File: config.mk
export PLATFORM = sky130hd
export DESIGN_NAME = dispatch_queue_flat
export DESIGN_NICKNAME = d
export VERILOG_FILES = /design/src/rtl/dispatch_queue_if.sv /design/src/rtl/dispatch_queue.sv /design/src/flat_wrapper.sv
export SDC_FILE = /design/constraint.sdc
export NUM_CORES = 1
export LEC_CHECK = 0
export ABC_AREA = 1
export BUFFER_PORTS_ARGS = -buffer_cell sky130_fd_sc_hd__buf_2
export CORE_MARGIN = 2
export CORE_UTILIZATION = 63
export DETAILED_ROUTE_END_ITERATION = 6
export PLACE_DENSITY = 0.92
export SETUP_SLACK_MARGIN = 0.15
export SLEW_MARGIN = 20
export SYNTH_ARGS = -nofsm -noshare
export SYNTH_HDL_FRONTEND = slang
export SYNTH_SLANG_ARGS = --single-unit
File: constraint.sdc
create_clock -name clk -period 7.7 [get_ports clk]
set_input_delay 0.385 -clock clk [delete_from_list [all_inputs] [get_ports clk]]
set_output_delay 0.385 -clock clk [all_outputs]
set_load 0.01 [all_outputs]
File: src/rtl/dispatch_queue_if.sv
// Handshake bundle for one side of the dispatch queue: valid/ready plus PC and packed uop.
// The master drives the payload, the slave drives ready.
interface dispatch_queue_if #(
  parameter int UOP_W = 128
);
  logic             valid;
  logic             ready;
  logic [31:0]      pc;
  logic [UOP_W-1:0] uop;

  modport master (output valid, output pc, output uop, input ready);
  modport slave  (input valid, input pc, input uop, output ready);
endinterface

File: src/rtl/dispatch_queue.sv
// In-order decoupling FIFO between decode and ROB allocation; flush drops every buffered uop.
// Optional macro DISPATCH_QUEUE_PERF_EN adds full-stall and empty-cycle counters.
module dispatch_queue #(
  parameter int DEPTH = 4,
  parameter int UOP_W = 128
) (
  input  logic                       clk,
  input  logic                       rstn,
  input  logic                       flush_i,
  dispatch_queue_if.slave            enq_if,
  dispatch_queue_if.master           deq_if,
`ifdef DISPATCH_QUEUE_PERF_EN
  output logic [31:0]                full_stall_cnt_o,
  output logic [31:0]                empty_cycle_cnt_o,
`endif
  output logic [$clog2(DEPTH):0]     count_o
);

  localparam int AW = $clog2(DEPTH);
  localparam int PW = AW + 1;
  localparam int EW = 32 + UOP_W;
  localparam logic [PW-1:0] PTR_ONE = {{AW{1'b0}}, 1'b1};

  logic [PW-1:0] rd_q, rd_d;
  logic [PW-1:0] wr_q, wr_d;
  logic [EW-1:0] mem_q [DEPTH];
  logic          full_s;
  logic          empty_s;
  logic          enq_s;
  logic          deq_s;
  logic [EW-1:0] head_s;

  // Pointers carry a wrap bit: same low bits with different wrap bit means full.
  assign full_s  = (wr_q[AW-1:0] == rd_q[AW-1:0]) && (wr_q[AW] != rd_q[AW]);
  assign empty_s = (wr_q == rd_q);
  assign enq_s   = enq_if.valid && !full_s && !flush_i;
  assign deq_s   = !empty_s && deq_if.ready && !flush_i;
  assign head_s  = mem_q[rd_q[AW-1:0]];

  assign enq_if.ready = !full_s;
  assign deq_if.valid = !empty_s && !flush_i;
  assign deq_if.pc    = head_s[EW-1:UOP_W];
  assign deq_if.uop   = head_s[UOP_W-1:0];
  assign count_o      = wr_q - rd_q;

  always_comb begin
    rd_d = rd_q;
    wr_d = wr_q;
    if (flush_i) begin
      rd_d = '0;
      wr_d = '0;
    end else begin
      if (enq_s) begin
        wr_d = wr_q + PTR_ONE;
      end else begin
        wr_d = wr_q;
      end
      if (deq_s) begin
        rd_d = rd_q + PTR_ONE;
      end else begin
        rd_d = rd_q;
      end
    end
  end

  always_ff @(posedge clk or negedge rstn) begin
    if (!rstn) begin
      rd_q <= '0;
      wr_q <= '0;
    end else begin
      rd_q <= rd_d;
      wr_q <= wr_d;
    end
  end

  // Storage is cleared on reset so the head reads zero; flush only rewinds the pointers.
  always_ff @(posedge clk or negedge rstn) begin
    if (!rstn) begin
      for (int i = 0; i < DEPTH; i++) begin
        mem_q[i] <= '0;
      end
    end else if (enq_s) begin
      mem_q[wr_q[AW-1:0]] <= {enq_if.pc, enq_if.uop};
    end
  end

`ifdef DISPATCH_QUEUE_PERF_EN
  logic [31:0] full_stall_q;
  logic [31:0] empty_cycle_q;

  // Counters survive flush and wrap naturally at 2^32.
  always_ff @(posedge clk or negedge rstn) begin
    if (!rstn) begin
      full_stall_q  <= 32'd0;
      empty_cycle_q <= 32'd0;
    end else begin
      if (enq_if.valid && full_s) begin
        full_stall_q <= full_stall_q + 32'd1;
      end
      if (empty_s && !flush_i) begin
        empty_cycle_q <= empty_cycle_q + 32'd1;
      end
    end
  end

  assign full_stall_cnt_o  = full_stall_q;
  assign empty_cycle_cnt_o = empty_cycle_q;
`endif

endmodule

File: src/flat_wrapper.sv
// flat-port wrapper written by rule: the top's interface ports become plain ports
module dispatch_queue_flat 
#(
  parameter int DEPTH = 4,
  parameter int UOP_W = 128
)
  (clk, rstn, flush_i, count_o, enq_if_valid, enq_if_pc, enq_if_uop, enq_if_ready, deq_if_valid, deq_if_pc, deq_if_uop, deq_if_ready);
  dispatch_queue_if #(.UOP_W(UOP_W)) enq_if_i ();
  dispatch_queue_if #(.UOP_W(UOP_W)) deq_if_i ();
  input  logic clk;
  input  logic rstn;
  input  logic flush_i;
  output logic [$clog2(DEPTH):0] count_o;
  input wire logic [$bits(enq_if_i.valid)-1:0] enq_if_valid;
  input wire logic [$bits(enq_if_i.pc)-1:0] enq_if_pc;
  input wire logic [$bits(enq_if_i.uop)-1:0] enq_if_uop;
  output wire logic [$bits(enq_if_i.ready)-1:0] enq_if_ready;
  output wire logic [$bits(deq_if_i.valid)-1:0] deq_if_valid;
  output wire logic [$bits(deq_if_i.pc)-1:0] deq_if_pc;
  output wire logic [$bits(deq_if_i.uop)-1:0] deq_if_uop;
  input wire logic [$bits(deq_if_i.ready)-1:0] deq_if_ready;
  assign enq_if_i.valid = enq_if_valid;
  assign enq_if_i.pc = enq_if_pc;
  assign enq_if_i.uop = enq_if_uop;
  assign enq_if_ready = enq_if_i.ready;
  assign deq_if_valid = deq_if_i.valid;
  assign deq_if_pc = deq_if_i.pc;
  assign deq_if_uop = deq_if_i.uop;
  assign deq_if_i.ready = deq_if_ready;
  dispatch_queue #(.DEPTH(DEPTH), .UOP_W(UOP_W)) u_core (.clk(clk), .rstn(rstn), .flush_i(flush_i), .enq_if(enq_if_i), .deq_if(deq_if_i), .count_o(count_o));
endmodule
==> qor.yml, run 1 <==
utilization_pct: 72.6
slew_violations: 0
synth_cells: 3671
ant_nets: 0
firstDrtPassIters: 6
remaining_drc_errors: 0
hold_class: "in -> reg"
cts.repair.resized: 0
top_layer_used: "met5"
grt_usage_pct: 36.2
power_w: 0.0109
slowest_delay_ns: 1.08
grt_max_degree: 194
vias: 27200
fmax_ghz: 0.209
dieArea_um2: 47200
clk_pin_slew_ns: 0.06
fin_tns_setup_ns: 0
num-fill-cells: 3120
ir_worst_vdd_v: 0.000283
crit_arrival_ns: 5.32
dr_wl_met3_mm: 9.27
crit_path_max_fanout: 82
nNetsFinal: 4050
cts_tree: "yes"
critPathRequiredTime_ns: 8.24
initial_core_util_pct: 63.5
setup-violations-final: 0
drive_above_1_share_pct: 11.9
status: "complete, no violations"
place_ws_ns: 3.23
yosysUniqueCellTypes: 20
path_common_cell: "nand2_1"
io_buffers: 329
reg2reg_to: "u_core.mem_q[103]$_DFFE_PN0P_"
die_h_um: 217
netlist_area_um2: 28600
grt_pass1_vias: 26700
drtIter0Drc: 3936
path_cells: "inv_4 -> ha_1 -> nand2_1 -> inv_1 -> nand3_2 -> nand4_1 -> buf_4 -> buf_4 -> nand2_1 -> nand2_1"
wl_per_cell_um: 18.8
dr_wl_met2_mm: 39.7
yosys_register_bits: 646
fin_crit_sh_pct: 62.0
root_buffer: "clkbuf_16"
fin_worst_skew_ns: 0.0219
syn_to_final_growth_pct: 14.3
hold_viol: 0
rr_worst_depth: 10
cap_violations: 0
setup.worst_path.end_class: "flip-flop"
crit_start: "u_core.rd_q[1]$_DFFE_PN0P_"
mappedNetlistNets: 3844
fin_crit_ns: 4.78
fp.dieW_um: 217
hold_path_depth: 3
met1Wirelength_mm: 32.5
yosysSeqAreaShare_pct: 56.4
antenna_found_initial: 15
worst_slack_ns: 2.92
hpwl_mm: 44.9
slew_headroom_pct: 19.6
powerDensity_nw_per_um2: 332
io_pins: 330
tightest_slew_ns: 1.21
worstSetupPathType: "reg -> reg"
ys_warn_count: 0
synth.avg_cell_area_um2: 7.80
cts_sinks: 646
rsz0062_at_grt: "no"
grt-ovfl-total: 0
slowest_stage: "dfrtp_4"
cp-start-kind: "flip-flop"
ff2ff_setup_slack_ns: 2.92
place_area_um2: 30300
routed_via_density: 6.00
clockBufferDepth: 3
rows: 78
gp_congestion: 0.889
crit_path_end: "u_core.mem_q[103]$_DFFE_PN0P_"
p_leak_nw: 18.0
h-tree-depth: 3
grt_pass1_wl_mm: 137
clock_latency_ns: 0.60
r2r-start: "u_core.rd_q[1]$_DFFE_PN0P_"
numCtsBuffers: 66
final_cell_area_um2: 32700
core-area_um2: 45100
drt-total-wl_mm: 85.3
area by class of cell:
cell class,instances,area (um^2),share of cell area (%)
repair buffers,382,2190,6.69
clock inverters,15,181,0.554
inverters,15,66.3,0.202
multi-input cells,2766,11400,34.7
clock buffers,100,2010,6.12
diodes,11,27.5,0.0841
well taps,600,751,2.29
flip-flops and latches,646,16200,49.4
report_power, final:
group          internal (W)  leakage (nW)  switching [W]
combinational      0.000979          8.62        0.00170
sequential          0.00438          8.27       0.000576
clock               0.00193          1.08        0.00132
total               0.00728          18.0        0.00359
per-layer routing:
layer / vias to the layer above / track usage [%]
met2: 1878 / 56.7
li1: 12000 / -
met1: 13000 / 48.3
met3: 350 / 7.31
met4: 8 / 18.8
met5: - / 0
worst min path at each step:
stage                         start                            end  slack [ns]
floorplan                      rstn    u_core.mem_q[0]$_DFFE_PN0P_        0.09
finish               enq_if_uop[57]  u_core.mem_q[217]$_DFFE_PN0P_        0.03
detailed placement             rstn   u_core.mem_q[28]$_DFFE_PN0P_        0.44
global route          enq_if_pc[14]  u_core.mem_q[302]$_DFFE_PN0P_        0.02
CTS                 enq_if_uop[115]  u_core.mem_q[115]$_DFFE_PN0P_      0.0006
global placement               rstn   u_core.mem_q[28]$_DFFE_PN0P_        0.45
stage by stage:
step | std cells | hold slack (ns)
after global routing | 4532 | 0.0181
after CTS | 4524 | 0.000557
final | 4535 | 0.0274
after floorplan | 3671 | 0.0894
after global placement | 4384 | 0.451
after detailed placement | 4384 | 0.445
cells in the final DEF (no fill, tap or decap), types with 2 or more instances in the layout:
master,synthesis,final
clkbuf_8,0,12
clkinv_2,0,9
dfrtp_4,0,2
nor2_4,3,4
clkbuf_16,0,71
dfrtp_1,646,644
buf_12,0,6
o22ai_1,160,160
nand4_1,5,5
buf_2,88,328
xor2_1,3,3
nand3_1,5,5
diode_2,0,11
clkbuf_1,114,17
a21oi_1,2,2
dlygate4sd3_1,0,25
nor2_1,321,321
nand2_1,1932,1932
inv_1,15,13
buf_4,12,22
bufinv_16,0,4
o21ai_0,324,324
ha_1,7,7
sequential cells by signal, summed over array words and instances, names as in the netlist:
signal and cells:
u_core.mem_q 640, u_core.wr_q 3, u_core.rd_q 3
cells in the mapped netlist:
master	count	area, um^2
a21oi_1	2	10.0
buf_1	30	113
buf_2	88	440
buf_4	12	90.1
clkbuf_1	114	428
dfrtp_1	646	16200
fa_1	1	20.0
ha_1	7	87.6
inv_1	15	56.3
nand2_1	1932	7250
nand3_1	5	25.0
nand3_2	1	10.0
nand3_4	1	17.5
nand4_1	5	31.3
nor2_1	321	1200
nor2_2	1	6.26
nor2_4	3	33.8
o21ai_0	324	1620
o22ai_1	160	1000
xor2_1	3	26.3
kinds of logic (layout without fill, tap and decap cells):
logic type | after synthesis | after routing | share of synthesized area [%]
xor+xnor | 3 | 3 | 0.0918
compound gates | 486 | 486 | 9.19
simple gates | 2269 | 2269 | 30.0
other cells | 0 | 11 | 0
buf+inv | 259 | 512 | 3.94
flops | 646 | 646 | 56.4
fa+ha+maj | 8 | 8 | 0.376
repair_timing:
item,in CTS,in global routing
buffers inserted,0,0
hold buffers,25,0
hold endpoints to repair,128,0
worst max-delay path, delay by kind of cell (launching register included):
family	cells	cell delay [ns]
buf+inv	4	2.24
flops	1	1.08
simple gates	5	0.68
fa+ha+maj	1	0.49
Power figures use the tool's default switching activity.
==> run 2: changes to the inputs <==
--- a/config.mk
+++ b/config.mk
@@ -8,9 +8,9 @@
 export ABC_AREA = 1
 export BUFFER_PORTS_ARGS = -buffer_cell sky130_fd_sc_hd__buf_2
 export CORE_MARGIN = 2
-export CORE_UTILIZATION = 63
+export CORE_UTILIZATION = 53
 export DETAILED_ROUTE_END_ITERATION = 6
-export PLACE_DENSITY = 0.92
+export PLACE_DENSITY = 0.83
 export SETUP_SLACK_MARGIN = 0.15
 export SLEW_MARGIN = 20
 export SYNTH_ARGS = -nofsm -noshare
==> constraint.sdc (replaced) <==
create_clock -name clk -period 4.27 [get_ports clk]
set_input_delay 0.2135 -clock clk [delete_from_list [all_inputs] [get_ports clk]]
set_output_delay 0.2135 -clock clk [all_outputs]
set_load 0.01 [all_outputs]
==> run 2 against run 1 <==
Net effect: utilization down 7.9 points; cell count is 5.3% higher; sequential share of layout area down 2.7 points; non-clock buffer count grew 151; total power rose by 84%; count of clock-buffer cells in the layout decreased by 1; sequential power grew 79%; global-route usage is 5.3 points lower; register-to-register slack lost 1.5 ns; design area grew 5.9%; critical path type is now reg -> out; critical endpoint is now deq_if_uop[34]; largest cell class unchanged; highest routed layer unchanged.
==> qor.yml, run 2 (synthesized netlist as in run 1, its figures left out) <==
clockBufferDepth: 3
slew_headroom_pct: 6.65
drt-total-wl_mm: 87.4
ir_worst_vdd_v: 0.000422
fp.dieW_um: 236
grt_usage_pct: 30.9
r2r-start: "u_core.rd_q[1]$_DFFE_PN0P_"
setup.worst_path.end_class: "primary output"
routed_via_density: 5.71
hpwl_mm: 45.1
fin_crit_sh_pct: 75.4
fin_tns_setup_ns: 0
hold_viol: 0
powerDensity_nw_per_um2: 576
syn_to_final_growth_pct: 21.1
crit_arrival_ns: 3.00
grt_pass1_wl_mm: 139
wl_per_cell_um: 18.3
hold_class: "in -> async"
tightest_slew_ns: 1.40
largest_register: "u_core.mem_q"
fmax_ghz: 0.311
rr_worst_depth: 9
die_h_um: 236
fin_crit_ns: 3.22
top_regs: "u_core.mem_q x640, u_core.rd_q x3, u_core.wr_q x3"
nNetsFinal: 4204
cap_violations: 0
numCtsBuffers: 69
grt_pass1_vias: 26600
dieArea_um2: 55900
ff2ff_setup_slack_ns: 1.47
slowest_delay_ns: 0.49
crit_buf_inv: 4
ant_nets: 0
grt_max_degree: 165
firstDrtPassIters: 6
cts.repair.resized: 0
antenna_found_initial: 4
status: "complete, no violations"
crit_path_max_fanout: 164
crit_family: "buffers and inverters"
initial_core_util_pct: 53.4
grt-ovfl-total: 0
root_buffer: "clkbuf_16"
final_cell_area_um2: 34700
vias: 27300
hold_slack_ns: 0.281
path_cells: "buf_12 -> inv_8 -> buf_4 -> o21ai_0 -> o22ai_1 -> buf_2"
mostFrequentLayoutCells: "nand2_1 (1932), dfrtp_1 (644), buf_2 (328), o21ai_0 (324), nor2_1 (321)"
rows: 85
reg2reg_to: "u_core.mem_q[47]$_DFFE_PN0P_"
slew_violations: 0
io_pins: 330
largest_register_ffs: 640
p_leak_nw: 18.8
final_common_cell: "nand2_1"
place_area_um2: 30700
critPathRequiredTime_ns: 4.06
worstSetupPathType: "reg -> out"
io_buffers: 329
rsz0062_at_grt: "no"
clock_latency_ns: 0.61
place_ws_ns: 1.62
core-area_um2: 53600
clk_pin_slew_ns: 0.06
drtIter0Drc: 3347
cts_sinks: 646
cts_tree: "yes"
drive_above_1_share_pct: 11.9
gp_congestion: 0.815
num-fill-cells: 4143
slowest_stage: "dfrtp_4"
remaining_drc_errors: 0
h-tree-depth: 3
fin_worst_skew_ns: 0.0250
worst_slack_ns: 1.05
setup-violations-final: 0
cp-start-kind: "flip-flop"
## run 2: how the worst max path moves through the flow
stage / from / end / slack (ns) / cells past startpoint
6_report: u_core.rd_q[0]$_DFFE_PN0P_ / deq_if_uop[34] / 1.05 / 6
5_1_grt: u_core.rd_q[0]$_DFFE_PN0P_ / deq_if_uop[20] / 0.90 / 6
4_1_cts: u_core.rd_q[0]$_DFFE_PN0P_ / deq_if_uop[23] / 1.03 / 6
3_5_place_dp: u_core.rd_q[1]$_DFFE_PN0P_ / u_core.mem_q[277]$_DFFE_PN0P_ / 1.62 / 10
3_3_place_gp: u_core.rd_q[1]$_DFFE_PN0P_ / u_core.mem_q[277]$_DFFE_PN0P_ / 1.71 / 10
2_1_floorplan: u_core.rd_q[1]$_DFFE_PN0P_ / u_core.mem_q[219]$_DFFE_PN0P_ / 1.76 / 14
## run 2: repair_timing
item | 4_1_cts | 5_1_grt
buffers inserted | 0 | 0
hold endpoints to repair | 733 | 0
hold buffers | 165 | 0
## run 2: power breakdown
group	internal, W	switching, W	total, W
registers	0.00789	0.000963	0.00886
logic	0.00188	0.00310	0.00499
clock network	0.00364	0.00249	0.00613
total	0.0134	0.00656	0.0200
## run 2: through the flow
stage / instances / total power [W] / utilization (%)
floorplan: 3671 / 0.0117 / -
global placement: 4491 / 0.0134 / 57.3
detailed placement: 4491 / 0.0136 / 57.3
CTS: 4774 / 0.0199 / 64.7
global route: 4777 / 0.0210 / 64.7
finish: 4777 / 0.0200 / 64.7
## run 2: cell type report
cell class / instances / area [um^2] / share of cell area [%]
clock buffer: 99 / 2050 / 5.92
antenna: 3 / 7.51 / 0.0217
tap: 696 / 871 / 2.51
clock inverter: 19 / 248 / 0.714
sequential: 646 / 16200 / 46.6
inverter: 15 / 68.8 / 0.198
multi-input combinational: 2766 / 11400 / 32.7
timing repair buffer: 533 / 3900 / 11.3
## run 2: routing by layer
metal / global-route usage (%) / vias up / routed length, um
met3: 5.96 / 263 / 8560
met2: 48.9 / 1629 / 40800
li1: - / 12300 / -
met5: 0 / - / 13
met4: 13.3 / 2 / 3420
met1: 41.8 / 13100 / 34600
